==> config.mk <==
export PLATFORM = sky130hd
export DESIGN_NAME = calc_controller
export DESIGN_NICKNAME = d
export VERILOG_FILES = /design/src/rtl/calc_controller.sv
export SDC_FILE = /design/constraint.sdc
export NUM_CORES = 1
export LEC_CHECK = 0
export BUFFER_PORTS_ARGS = -buffer_cell sky130_fd_sc_hd__buf_2
export CORE_MARGIN = 8
export CORE_UTILIZATION = 54
export CTS_BUF_LIST = sky130_fd_sc_hd__clkbuf_4 sky130_fd_sc_hd__clkbuf_8 sky130_fd_sc_hd__clkbuf_16
export CTS_CLUSTER_DIAMETER = 120
export CTS_CLUSTER_SIZE = 28
export DETAILED_ROUTE_END_ITERATION = 12
export PLACE_DENSITY = 0.85
export SYNTH_ARGS = -nofsm -noshare
export SYNTH_HDL_FRONTEND = slang
export SYNTH_SLANG_ARGS = --single-unit
==> constraint.sdc <==
create_clock -name clk -period 4.09 [get_ports clk]
set_clock_uncertainty 0.1 [all_clocks]
set_input_delay 1.227 -clock clk [delete_from_list [all_inputs] [get_ports clk]]
set_output_delay 1.227 -clock clk [all_outputs]
set_load 0.01 [all_outputs]
==> src/rtl/calc_controller.sv <==
// calc_controller: front-panel controller for a two-operand BCD calculator.
// The user keys in two 2-digit operands, picks an operation, then the
// controller waits SETTLE cycles for the external datapath and latches its
// result for display.
//
// Ports:
//   clk, rst_n                       clock, synchronous active-low reset
//   btn_inc, btn_next, btn_eq,       one-cycle button pulses
//   btn_clr
//   one, two, three, four            operand digits (A = one*10+two, B = three*10+four)
//   s1..s5                           operation select: add, sub, mul, div, raw display
//   op1..op4, neg, error             datapath result digits (op1 = LSD) and flags
//   res1..res4, res_neg, res_err,    latched display value and flags
//   res_dp
//   cursor                           digit index under edit
//   state_o                          current state encoding
//   busy                             high while waiting for the datapath
module calc_controller #(
  parameter int unsigned SETTLE = 3
) (
  input  logic       clk,
  input  logic       rst_n,
  input  logic       btn_inc,
  input  logic       btn_next,
  input  logic       btn_eq,
  input  logic       btn_clr,
  output logic [3:0] one,
  output logic [3:0] two,
  output logic [3:0] three,
  output logic [3:0] four,
  output logic       s1,
  output logic       s2,
  output logic       s3,
  output logic       s4,
  output logic       s5,
  input  logic [3:0] op1,
  input  logic [3:0] op2,
  input  logic [3:0] op3,
  input  logic [3:0] op4,
  input  logic       neg,
  input  logic       error,
  output logic [3:0] res1,
  output logic [3:0] res2,
  output logic [3:0] res3,
  output logic [3:0] res4,
  output logic       res_neg,
  output logic       res_err,
  output logic       res_dp,
  output logic [1:0] cursor,
  output logic [2:0] state_o,
  output logic       busy
);

  typedef enum logic [2:0] {
    ENTER_A = 3'd0,
    ENTER_B = 3'd1,
    SEL_OP  = 3'd2,
    EXEC    = 3'd3,
    SHOW    = 3'd4,
    ERR     = 3'd5
  } state_t;

  state_t      state_q, state_d;
  logic [1:0]  cursor_q, cursor_d;
  logic [3:0]  dig_q [4];
  logic [3:0]  dig_d [4];
  logic [1:0]  op_q, op_d;
  logic [3:0]  cnt_q, cnt_d;
  logic [3:0]  res_q [4];
  logic [3:0]  res_d [4];
  logic        res_neg_q, res_neg_d;
  logic        res_err_q, res_err_d;
  logic        res_dp_q, res_dp_d;
  logic [3:0]  op_in [4];

  assign op_in[0] = op1;
  assign op_in[1] = op2;
  assign op_in[2] = op3;
  assign op_in[3] = op4;

  // Saturating compare keeps a digit inside 0..9 even from an illegal value.
  function automatic logic [3:0] bcd_inc(input logic [3:0] d);
    return (d >= 4'd9) ? 4'd0 : d + 4'd1;
  endfunction

  always_ff @(posedge clk) begin
    if (!rst_n) begin
      state_q   <= ENTER_A;
      cursor_q  <= '0;
      op_q      <= '0;
      cnt_q     <= '0;
      res_neg_q <= 1'b0;
      res_err_q <= 1'b0;
      res_dp_q  <= 1'b1;
      for (int unsigned i = 0; i < 4; i++) begin
        dig_q[i] <= '0;
        res_q[i] <= '0;
      end
    end else begin
      state_q   <= state_d;
      cursor_q  <= cursor_d;
      op_q      <= op_d;
      cnt_q     <= cnt_d;
      res_neg_q <= res_neg_d;
      res_err_q <= res_err_d;
      res_dp_q  <= res_dp_d;
      for (int unsigned i = 0; i < 4; i++) begin
        dig_q[i] <= dig_d[i];
        res_q[i] <= res_d[i];
      end
    end
  end

  always_comb begin
    state_d   = state_q;
    cursor_d  = cursor_q;
    op_d      = op_q;
    cnt_d     = cnt_q;
    res_neg_d = res_neg_q;
    res_err_d = res_err_q;
    res_dp_d  = res_dp_q;
    for (int unsigned i = 0; i < 4; i++) begin
      dig_d[i] = dig_q[i];
      res_d[i] = res_q[i];
    end

    // Live preview of the datapath while the user is still editing.
    if (state_q == ENTER_A || state_q == ENTER_B || state_q == SEL_OP) begin
      for (int unsigned i = 0; i < 4; i++) res_d[i] = op_in[i];
      res_dp_d  = 1'b1;
      res_neg_d = 1'b0;
      res_err_d = 1'b0;
    end

    // Within each state the highest-priority button that is meaningful
    // there wins; buttons a state ignores do not mask lower ones.
    if (btn_clr) begin
      state_d   = ENTER_A;
      cursor_d  = '0;
      op_d      = '0;
      res_neg_d = 1'b0;
      res_err_d = 1'b0;
      for (int unsigned i = 0; i < 4; i++) dig_d[i] = '0;
    end else begin
      unique case (state_q)
        ENTER_A: begin
          if (btn_next) begin
            if (cursor_q == 2'd0) begin
              cursor_d = 2'd1;
            end else begin
              cursor_d = 2'd2;
              state_d  = ENTER_B;
            end
          end else if (btn_inc) begin
            dig_d[cursor_q] = bcd_inc(dig_q[cursor_q]);
          end
        end
        ENTER_B: begin
          if (btn_next) begin
            if (cursor_q == 2'd2) cursor_d = 2'd3;
            else                  state_d  = SEL_OP;
          end else if (btn_inc) begin
            dig_d[cursor_q] = bcd_inc(dig_q[cursor_q]);
          end
        end
        SEL_OP: begin
          if (btn_eq) begin
            state_d = EXEC;
            cnt_d   = 4'(SETTLE - 1);
          end else if (btn_inc) begin
            op_d = op_q + 2'd1;
          end
        end
        EXEC: begin
          if (cnt_q == '0) begin
            res_neg_d = neg;
            res_err_d = error;
            res_dp_d  = 1'b0;
            if (error) begin
              state_d = ERR;
              for (int unsigned i = 0; i < 4; i++) res_d[i] = '0;
            end else begin
              state_d = SHOW;
              for (int unsigned i = 0; i < 4; i++) res_d[i] = op_in[i];
            end
          end else begin
            cnt_d = cnt_q - 4'd1;
          end
        end
        SHOW: begin
          if (btn_next) begin
            state_d  = ENTER_A;
            cursor_d = '0;
          end
        end
        ERR: ;
        default: state_d = ENTER_A;
      endcase
    end
  end

  always_comb begin
    {s1, s2, s3, s4, s5} = '0;
    if (state_q == ENTER_A || state_q == ENTER_B) begin
      s5 = 1'b1;
    end else begin
      unique case (op_q)
        2'd0: s1 = 1'b1;
        2'd1: s2 = 1'b1;
        2'd2: s3 = 1'b1;
        2'd3: s4 = 1'b1;
        default: ;
      endcase
    end
  end

  assign one     = dig_q[0];
  assign two     = dig_q[1];
  assign three   = dig_q[2];
  assign four    = dig_q[3];
  assign res1    = res_q[0];
  assign res2    = res_q[1];
  assign res3    = res_q[2];
  assign res4    = res_q[3];
  assign res_neg = res_neg_q;
  assign res_err = res_err_q;
  assign res_dp  = res_dp_q;
  assign cursor  = cursor_q;
  assign state_o = state_q;
  assign busy    = (state_q == EXEC);

endmodule

# --- Word level (Yosys, flattened, before mapping) ---
# Memory sizes are Yosys's and may differ from the RTL's. A register that Yosys moved wholly into a read port is not among the register bits.
# Index checks and enable logic that the tools add are counted.
word_totals:
  reg_bits: 14
  n_memories: 2
  inputBits: 24
  ram_bits: 32
memory_table:
  columns: ["memory", "depth", "word_bits", "read_ports", "rd_ports_with_merged_regs", "write_ports", "line", "source"]
  rows:
  - ["dig_q", 4, 4, 5, 1, 4, "65", "logic [3:0] dig_q [4];"]
  - ["res_q", 4, 4, 4, 0, 4, "69", "logic [3:0] res_q [4];"]
op_classes:
  bitwise: 13
  reduce_logical: 15
  addsub: 3
  eq_ne: 18
  magnitude_cmp: 3
  n_mux: 62
op_table:
  columns: ["op", "n"]
  rows:
  - ["16-bit 2-to-1 mux", 9]
  - ["4-bit 2-to-1 mux", 12]
  - ["1-bit 2-to-1 mux", 22]
  - ["3-bit 2-to-1 mux", 7]
  - ["3-bit case mux with 6 select lines", 1]
  - ["16-bit bitwise mux", 1]
  - ["2-bit inequality test (second input constant)", 8]
  - ["2-bit 2-to-1 mux", 7]
  - ["4-bit demux with 2-bit select", 1]
  - ["1-bit OR", 8]
  - ["4-bit case mux with 2 select lines", 1]
  - ["8-bit AND reduction", 1]
  - ["2-bit == test (second input constant)", 3]
  - ["3-bit by 2-bit == test with 1-bit output (second input constant)", 2]
  - ["3-bit == test (second input constant)", 2]
  - ["2-bit case mux with 3 select lines", 1]
  - ["5-bit AND reduction", 1]
  - ["4-bit by 1-bit adder with 4-bit output (second input constant)", 1]
  - ["4-bit greater-or-equal comparator (second input constant)", 1]
  - ["2-bit logical NOT", 2]
  - ["4-bit logical NOT", 1]
  - ["1-bit inverter", 4]
  - ["4-bit AND reduction", 1]
  - ["2-bit OR reduction", 2]
  - ["other kinds (14)", 15]

# --- Logic depth before layout (Yosys ltp) ---
# Gate-level depths: netlist (run 1).
depth:
  word_depth: 11
  ltp_mapped: 8

# --- Worst setup path before layout (run 1) ---
# Ideal clock, no wire load.
synth_path:
  path_kind: "flip-flop to output port"
  start: "reg state_q[2], in the netlist state_o[2]"
  end: "out s1"
  required_time_ps: 2763
  path_stages_with_launch: 4
  setup_slack_ps: 1646
  path_buffers: 1
  t_arrival_ps: 1117
  cell_sequence: "dfxtp_1 clkbuf_1 nor2_1 nor2b_1"
synth_via:
  elab_chain_cells: 3
synth_lines:
  columns: ["element", "line", "source"]
  rows:
  - ["start: declaration", "63", "state_t state_q, state_d;"]
  - ["start signal: assignment", "100", "state_q <= state_d;"]
  - ["3-bit by 1-bit == test with 1-bit output / 3-bit logical NOT (equally long branches)", "204", "if (state_q == ENTER_A || state_q == ENTER_B) begin"]
  - ["1-bit logical OR *", "204", null]
  - ["1-bit 2-to-1 mux *", "204", null]
  - ["end: declaration", "31", "output logic s1,"]
# Mark *: on every way between the ends. The rest lies on a longest branch, timed or not.

# --- Worst setup path after layout (run 1) ---
layout_path:
  start: "reg state_q[1], in the netlist state_o[1]"
  end: "out busy"
layout_via:
  elab_chain_cells: 1
layout_lines:
  columns: ["element", "line", "source"]
  rows:
  - ["3-bit by 2-bit == test with 1-bit output", "230", "assign busy = (state_q == EXEC);"]
  - ["end: declaration", "51", "output logic busy"]
# Every way passes these cells.

==> out/summary.txt, run 1 <==
Status: completed
Area contributors post-synth: dfxtp_1, a22o_1, a21oi_1
Max clock buf depth: 2
Max-Cap Viols: 0
Hold WC Path Type: flip-flop to flip-flop
DR vias/cell: 5.534
Critical path type: flip-flop to primary output
Post-synth top area cell: dfxtp_1
CP Data Required Time: 2.76 ns
TritonCTS clock tree: yes
Ys Warns: 0
Slew margin rel.: 0.3687
Top FF cell, synth: dfxtp_1
Clock power share: 0.382
Cell count after synthesis: 232
Seq/Total Area, Yosys: 0.4339
Gpl congestion: 0.8427
Mapped Area: 2215 um^2
CP Cell Sequence: nand2b_1, nor2_1, buf_2
Worst vdd ir: 254.2 uV
Vias in the first global route: 1859
# fillers: 344
FFs w/ async S/R, synth: 0
# clock sinks: 48
Remaining Overflow, GRT: 0
All-Layer GR Usage: 0.1721
Initial antenna violation count: 0
Setup Fix Bufs, Post-CTS: 0
Worst-Margin Slew: 0.9428 ns
Largest net degree at the start of global routing: 23
Die Span Y: 80.04 um
Arrival time at the worst endpoint: 1.57 ns
Hold_buf cts: 0
ANT nets after route: 0
Met2 GRT Util: 0.2902
Crit path buf inv count: 1
Slowest library cell on the worst path: dfxtp_1
Ports: 70
Slew Viols, Final: 0
Setup TNS: 0 ns
#FFs+latches synth: 48
CTS H-tree lvls: 2
Setup violators final: 0
Synth unique cells: 46
Post-Route WL: 5.416 mm
Synth top area share: 0.4339
First-pass GRT wire length: 8.852 mm
Number of core rows: 23
Met3 GRT Util: 0.06419
PD cells: 335.5 nW/um^2
Drt drc: 0
Mapped Avg Cell Area: 9.546 um^2
Startpoint Class: flip-flop
Worst-skew pair later-pin latency: 0.30 ns
Placed insts: 340
RSZ-0062 raised after global routing: no
Initial Util: 0.5577
Net load switching power: 0.1968 mW
Combinational share of power: 0.075
M1 GR Usage: 0.1960
Root Driver: clkbuf_8
Placeable Area: 3971 um^2
DR pass1 iterations: 4
Post_cts resized: 0
Clock transition at path regs: 0.09 ns
Fin cells: 348
Critical path's top delay family: flip-flops
Syn nets: 264
Slowest stage delay, CP: 0.61 ns
Number of DRC markers in iteration 0: 96
CP endpoint kind: primary output
CTS buffer count: 5
Hold Fails Final Rpt: 0
Chip width: 80.04 um
Hpwl dp: 4.058 mm
CP Max Fanout: 15
Switching share of total power: 0.2203
Share of cells above drive strength 1: 0.2886
Power Internal: 0.6964 mW
Most common cell in the netlist: dfxtp_1
DR vias: 1926
Area Overhead vs Synth: 20.23%
IO buf count: 69
Tcrit/Tclk final: 0.7093
Flop pwr share: 0.544
Ant. Diodes: 0
Fin crit period: 2.901 ns
Maximum clock rate: 0.3447 GHz
Final #Nets: 329
Final total power: 0.8932 mW
Leakage power figure: 1.148 nW
Post-synth EDFFs: 0
Grt peak-use layer: met2
Top post-synthesis cells by count: dfxtp_1, a21oi_1, nand2_1
DIE AREA: 6406 um^2
Post-DR wirelength/cell: 15.56 um
[flip-flops by register name, summed over array words and instances (netlist names), named ones only]
signal and cells:
res_err 1, dig_q 16, cnt_q 4, res_neg 1, state_o 3, op_q 2
cursor 2, res_dp 1, res_q 16
[per-layer routing]
metal / share of wire / vias up
li1: - / 969
met1: 0.42 / 890
met2: 0.50 / 58
met3: 0.065 / 9
met4: 0.014 / 0
met5: 0 / -
[logic make-up (layout without fill, tap and decap cells)]
logic type                 after synthesis  in the layout  share of synthesized area
DFF                                     48             48                     0.4339
adders and majority gates                8              8                    0.04520
muxes                                    8              8                    0.06441
AOI/OAI and AO/OA                       61             61                     0.1870
xor gates and xnor gates                 3              3                    0.01187
buffers and inverters                   22             88                    0.05084
and+or+nand+nor                         82             82                     0.2068
[layout make-up]
cell class / count / area, um^2 / area share
sequential: 48 / 960.9 / 0.3609
tap: 50 / 62.56 / 0.02350
timing repair buffer: 69 / 345.3 / 0.1297
clock inverter: 2 / 35.03 / 0.01316
multi-input combinational: 162 / 1141 / 0.4286
inverter: 11 / 41.29 / 0.01551
clock buffer: 6 / 76.32 / 0.02867
[stage by stage]
step                  util  cell area (um^2)  setup WS (ns)  hold WS [ns]
floorplan                -              2215          1.646        0.3806
global placement    0.6424              2551          1.482        0.3512
detailed placement  0.6424              2551          1.439        0.3527
CTS                 0.6704              2663          1.189        0.3718
global route        0.6704              2663          1.090        0.4025
finish              0.6704              2663          1.189        0.3678
[power groups by stage]
stage / Sequential, mW / Combinational [mW] / Clock (mW)
global placement: 0.496 / 0.0649 / 0
floorplan: 0.499 / 0.0349 / 0
finish: 0.486 / 0.0666 / 0.341
CTS: 0.486 / 0.0669 / 0.347
global route: 0.487 / 0.0729 / 0.367
detailed placement: 0.496 / 0.0666 / 0
[final timing paths]
| check | cells past startpoint | slack [ns] | startpoint | to |
|---|---|---|---|---|
| hold / removal | 2 | 0.37 | dig_q[3][3] | dig_q[3][3] |
| setup reg to reg | 7 | 1.74 | flip-flop | dig_q[0][0] |
| hold reg to reg | 2 | 0.37 | dig_q[3][3] | dig_q[3][3] |
| setup / recovery | 3 | 1.19 | state_o[1] | busy |
[worst min-delay path, cell delays in order, from the launching register on]
cell,delay [ns]
dfxtp_1,0.33
nand2_1,0.05
a21oi_1,0.05
[placed cells by master, fill, tap and decap left out, drive strengths merged, types with 2 or more instances in the layout]
cell type,Yosys,routed
nand2,17,17
xnor2,3,3
a21oi,26,26
nor2b,9,9
nor3,6,6
inv,11,11
dfxtp,48,48
nand2b,3,3
o21ai,7,7
a22o,16,16
a211oi,2,2
nand3b,3,3
buf,7,69
nor4,3,3
nor2,14,14
nor3b,3,3
nand3,15,15
o31ai,2,2
clkbuf,4,6
mux2i,3,3
mux4,4,4
ha,8,8
o21a,2,2
No activity file was read; power rests on OpenSTA's default activity.
==> run 2: changes to the inputs <==
CORE_UTILIZATION = 50   (was 54)
PLACE_DENSITY = 0.8   (was 0.85)
clock period = 3 ns   (was 4.09 ns; I/O delays follow)
==> run 2 against run 1 <==
  * Critical path depth unchanged
  * Total power rose by 29%
  * Wire length fell by 3.0%
  * Critical endpoint unchanged
  * Non-clock buffer count did not move
  * Largest power group unchanged
  * Combinational power rose by 35%
  * Count of clock-buffer cells in the layout unchanged
  * Sequential power up 36%
  * Final area decreased by 0.47%
  * Via count decreased by 0.21%
==> out/summary.txt, run 2 (synthesis results as in run 1) <==
Area after DPL: 2554 um^2 (was 2551 um^2)
CTS buffer count: 5 (unchanged)
Post-DR wirelength/cell: 15.01 um (was 15.56 um)
Met2 Routed Length: 2.403 mm (was 2.728 mm)
Maximum clock rate: 0.3965 GHz
Placeable Area: 4324 um^2 (was 3971 um^2)
Slowest library cell on the worst path: dfxtp_1 (unchanged)
Worst-skew pair later-pin latency: 0.30 ns (about the same)
IO buf count: 69 (unchanged)
Place WS: 0.6870 ns (was 1.439 ns)
Largest registers: dig_q (16), res_q (16), cnt_q (4) (unchanged)
Startpoint Class: flip-flop (unchanged)
Die Span Y: 82.55 um (was 80.04 um)
DR vias/cell: 5.491 (was 5.534)
Metal3 WL: 422 um (was 354 um)
Post_cts resized: 0 (unchanged)
Remaining Overflow, GRT: 0 (unchanged)
Hold WC Path Type: flip-flop to flip-flop (unchanged)
DR pass1 iterations: 4 (unchanged)
CP Data Required Time: 2.00 ns (was 2.76 ns)
Arrival time at the worst endpoint: 1.52 ns (was 1.57 ns)
Vias in the first global route: 1878 (was 1859)
CTS H-tree lvls: 2 (unchanged)
Most frequent cells in the layout: buf_2, dfxtp_1, a21oi_1 (unchanged)
Number of core rows: 24 (was 23)
Final total power: 1.149 mW (was 0.8932 mW)
Status: completed (unchanged)
RSZ-0062 raised after global routing: no (unchanged)
# clock sinks: 48 (unchanged)
Number of DRC markers in iteration 0: 96 (unchanged)
Setup ws final: 0.4779 ns (was 1.189 ns)
Gpl congestion: 0.8159 (was 0.8427)
Finished Cell Area: 2650 um^2 (was 2663 um^2)
PD cells: 433.5 nW/um^2 (was 335.5 nW/um^2)
Critical path's top delay family: flip-flops (unchanged)
Reg2reg end: dig_q[2][3] (was dig_q[0][0])
Initial Util: 0.5122 (was 0.5577)
TritonCTS clock tree: yes (unchanged)
Top layer in use: met4 (unchanged)
Most common cell after layout, fill and taps aside: buf_2 (unchanged)
Leakage power figure: 1.141 nW (was 1.148 nW)
FF-to-FF path depth: 7 (unchanged)
Drt drc: 0 (unchanged)
Crit path buf inv count: 1 (unchanged)
Hpwl dp: 4.029 mm (was 4.058 mm)
DIE AREA: 6815 um^2 (was 6406 um^2)
Final core utilization: 0.6128 (was 0.6704)
# fillers: 372 (was 344)
Worst vdd ir: 320.3 uV (was 254.2 uV)
Share of cells above drive strength 1: 0.2886 (unchanged)
Fin crit period: 2.522 ns
Slew Viols, Final: 0 (unchanged)
Critical path type: flip-flop to primary output (unchanged)
All-Layer GR Usage: 0.1639 (was 0.1721)
Worst hold start: res_q[3][0] (was dig_q[3][3])
FF-to-FF setup slack: 0.66 ns (was 1.74 ns)
Post-Route WL: 5.254 mm (was 5.416 mm)
Area Overhead vs Synth: 19.66% (was 20.23%)
ANT nets after route: 0 (unchanged)
Hold_buf cts: 0 (unchanged)
M1 WL: 2.347 mm (was 2.258 mm)
Clock transition at path regs: 0.09 ns (about the same)
Ports: 70 (unchanged)
Endpoint, Worst Hold: res_q[3][0] (was dig_q[3][3])
Initial antenna violation count: 0 (unchanged)
DR vias: 1922 (was 1926)
Slew margin rel.: 0.3913 (was 0.3687)
Worst-Margin Slew: 0.9090 ns (was 0.9428 ns)
Setup TNS: 0 ns (unchanged)
Hold Fails Final Rpt: 0 (unchanged)
Setup Fix Bufs, Post-CTS: 0 (unchanged)
Tcrit/Tclk final: 0.8407
Largest net degree at the start of global routing: 23 (unchanged)
Root Driver: clkbuf_8 (unchanged)
CP Max Fanout: 15 (unchanged)
Setup violators final: 0 (unchanged)
Slowest stage delay, CP: 0.63 ns (was 0.61 ns)
Number of instances on the worst hold path: 1 (was 2)
Ant. Diodes: 0 (unchanged)
Final #Nets: 329 (unchanged)
Max-Cap Viols: 0 (unchanged)
CP Cell Sequence: nand2b_1, nor2_1, buf_2 (unchanged)
First-pass GRT wire length: 8.763 mm (was 8.852 mm)
Chip width: 82.55 um (was 80.04 um)
Max clock buf depth: 2 (unchanged)
CP endpoint kind: primary output (unchanged)
run 2: cell count changes in the layout (fill, tap and decap cells not counted):
cell       before  now
clkbuf_4        1    0
bufinv_16       1    0
clkbuf_8        5    6
inv_6           0    1
run 2: final cells by class:
class | instances | area, um^2 | area share
multi-input cells | 162 | 1141 | 0.4306
inverters | 11 | 41.29 | 0.01558
repair buffers | 69 | 345.3 | 0.1303
flip-flops and latches | 48 | 960.9 | 0.3626
well taps | 52 | 65.06 | 0.02455
clock inverters | 2 | 13.76 | 0.005194
clock buffers | 6 | 82.58 | 0.03116
run 2: how the worst max path moves through the flow:
| stage | startpoint | end | slack, ns | cells past startpoint |
|---|---|---|---|---|
| finish | state_o[2] | busy | 0.48 | 3 |
| global placement | btn_next | dig_q[1][3] | 0.70 | 5 |
| CTS | state_o[1] | busy | 0.47 | 3 |
| global route | state_o[1] | busy | 0.32 | 3 |
| floorplan | state_o[2] | s1 | 0.88 | 3 |
| detailed placement | btn_next | dig_q[1][3] | 0.69 | 5 |
run 2: stage by stage:
step           std cells  hold WS [ns]
2_1_floorplan        232        0.3806
3_3_place_gp         342        0.3511
3_5_place_dp         342        0.3488
4_1_cts              350        0.3746
5_1_grt              350        0.3948
6_report             350        0.3720
run 2: routing by layer:
metal | up-vias | global-route usage
li1 | 970 | -
met1 | 872 | 0.2102
met2 | 71 | 0.2537
met3 | 9 | 0.05087
met4 | 0 | 0.05862
met5 | - | 0
run 2: where the power goes:
part / internal [mW] / leakage, nW / switching (mW) / total [mW]
registers: 0.651 / 0.392 / 0.0111 / 0.662
clock network: 0.188 / 0.0516 / 0.208 / 0.397
logic: 0.0418 / 0.698 / 0.0481 / 0.0898
total: 0.882 / 1.14 / 0.267 / 1.15
==> run 3: changes to the inputs <==
clock period = 2.5 ns   (was 3 ns; I/O delays follow)
==> run 3 against run 2 <==
  * Clock power up 53%
  * Final cell count increased by 0.57%
  * Worst hold slack gained 0.0020 ns
  * Wire length up 3.7%
  * Sequential power up 20%
  * Critical path type is now flip-flop to flip-flop
  * Largest power group unchanged
==> out/summary.txt, run 3 (synthesis results as in run 1) <==
Post_cts resized: 0 (unchanged)
Area Overhead vs Synth: 21.69% (was 19.66%)
Startpoint Class: flip-flop (unchanged)
Hold Fails Final Rpt: 0 (unchanged)
Setup violators final: 0 (unchanged)
Setup TNS: 0 ns (unchanged)
Drt drc: 0 (unchanged)
All-Layer GR Usage: 0.1645 (was 0.1639)
Maximum clock rate: 0.4335 GHz
Ant. Diodes: 0 (unchanged)
Slew margin rel.: 0.3880 (was 0.3913)
Root Driver: clkbuf_8 (unchanged)
Worst hold start: res_q[0][3] (was res_q[3][0])
DR vias/cell: 5.574 (was 5.491)
ANT nets after route: 0 (unchanged)
Critical path type: flip-flop to flip-flop (was flip-flop to primary output)
Placed insts: 344 (was 342)
Place WS: 0.2210 ns (was 0.6870 ns)
Number of core rows: 24 (unchanged)
PD cells: 561.1 nW/um^2 (was 433.5 nW/um^2)
Final hold slack: 0.3740 ns (was 0.3720 ns)
CP Data Required Time: 2.63 ns (was 2.00 ns)
Chip width: 82.55 um (unchanged)
Worst-skew pair later-pin latency: 0.31 ns (was 0.30 ns)
Remaining Overflow, GRT: 0 (unchanged)
Slew Viols, Final: 0 (unchanged)
DR pass1 iterations: 5 (was 4)
Status: completed (unchanged)
Leakage power figure: 1.164 nW (was 1.141 nW)
Critical path's top delay family: multiplexers (was flip-flops)
CP Cell Sequence: mux4_1, inv_1, ha_1, nand2b_1, o21ai_4, nand3_1, a21oi_1 (was nand2b_1, nor2_1, buf_2)
Worst-Margin Slew: 0.9139 ns (was 0.9090 ns)
Crit path buf inv count: 1 (unchanged)
Metal3 WL: 360 um (was 422 um)
# fillers: 376 (was 372)
Final #Nets: 331 (was 329)
Gpl congestion: 0.8384 (was 0.8159)
Hpwl dp: 4.105 mm (was 4.029 mm)
Most frequent cells in the layout: buf_2, dfxtp_1, a21oi_1 (unchanged)
CP endpoint kind: flip-flop (was primary output)
# clock sinks: 48 (unchanged)
DR vias: 1962 (was 1922)
Fin cells: 352 (was 350)
CP Max Fanout: 12 (was 15)
Number of DRC markers in iteration 0: 144 (was 96)
Hold_buf cts: 0 (unchanged)
Arrival time at the worst endpoint: 2.44 ns (was 1.52 ns)
RSZ-0062 raised after global routing: no (unchanged)
M1 WL: 2.440 mm (was 2.347 mm)
Slowest stage delay, CP: 0.65 ns (was 0.63 ns)
Setup ws final: 0.1934 ns (was 0.4779 ns)
Initial Util: 0.5122 (unchanged)
Share of cells above drive strength 1: 0.2933 (was 0.2886)
TritonCTS clock tree: yes (unchanged)
Initial antenna violation count: 0 (unchanged)
Die Span Y: 82.55 um (unchanged)
Met2 Routed Length: 2.539 mm (was 2.403 mm)
Most common cell after layout, fill and taps aside: buf_2 (unchanged)
Largest net degree at the start of global routing: 23 (unchanged)
Post-DR wirelength/cell: 15.47 um (was 15.01 um)
CTS H-tree lvls: 2 (unchanged)
IO buf count: 69 (unchanged)
Ports: 70 (unchanged)
Top layer in use: met4 (unchanged)
Fin crit period: 2.307 ns
Worst vdd ir: 364.3 uV (was 320.3 uV)
Max clock buf depth: 2 (unchanged)
CTS buffer count: 5 (unchanged)
Hold WC Path Type: flip-flop to flip-flop (unchanged)
DIE AREA: 6815 um^2 (unchanged)
Setup Fix Bufs, Post-CTS: 0 (unchanged)
First-pass GRT wire length: 8.818 mm (was 8.763 mm)
Largest registers: dig_q (16), res_q (16), cnt_q (4) (unchanged)
Tcrit/Tclk final: 0.9226
Final total power: 1.512 mW (was 1.149 mW)
Vias in the first global route: 1964 (was 1878)
Max-Cap Viols: 0 (unchanged)
Slowest library cell on the worst path: mux4_1 (was dfxtp_1)
Clock transition at path regs: 0.09 ns (about the same)
Post-Route WL: 5.447 mm (was 5.254 mm)
Placeable Area: 4324 um^2 (unchanged)
run 3: through the flow:
step	cell area, um^2	util
2_1_floorplan	2215	-
3_3_place_gp	2569	0.5940
3_5_place_dp	2569	0.5940
4_1_cts	2695	0.6233
5_1_grt	2695	0.6233
6_report	2695	0.6233
run 3: worst paths after layout:
path                                     to  slack [ns]  cells after the start
worst max-delay path            dig_q[0][3]        0.19                      7
worst min-delay path            res_q[0][3]        0.37                      1
worst max register to register  dig_q[0][3]        0.19                      7
worst min register to register  res_q[0][3]        0.37                      1
run 3: area by class of cell:
type / instances / area [um^2] / share of cell area
Clock buffer: 7 / 96.34 / 0.03575
Clock inverter: 1 / 30.03 / 0.01114
Inverter: 11 / 41.29 / 0.01532
Multi-Input combinational cell: 162 / 1141 / 0.4234
Sequential cell: 48 / 960.9 / 0.3565
Tap cell: 52 / 65.06 / 0.02414
Timing Repair Buffer: 71 / 360.3 / 0.1337
run 3: power by group:
part	switching (mW)	internal (mW)	leakage, nW	total [mW]
logic	0.0584	0.0501	0.708	0.108
clock network	0.256	0.353	0.0645	0.609
registers	0.0130	0.782	0.392	0.795
total	0.328	1.18	1.16	1.51
run 3: routing by layer:
| metal | up-vias | GRT usage |
|---|---|---|
| met3 | 11 | 0.04004 |
| met5 | - | 0 |
| met1 | 908 | 0.2057 |
| li1 | 971 | - |
| met2 | 72 | 0.2584 |
| met4 | 0 | 0.08276 |
run 3: worst register-to-register path, stage by stage (launching register included):
cell and delay, ns:
dfxtp_1 0.44, mux4_1 0.65, inv_1 0.16, ha_1 0.16, nand2b_1 0.11, o21ai_4 0.30
nand3_1 0.13, a21oi_1 0.17
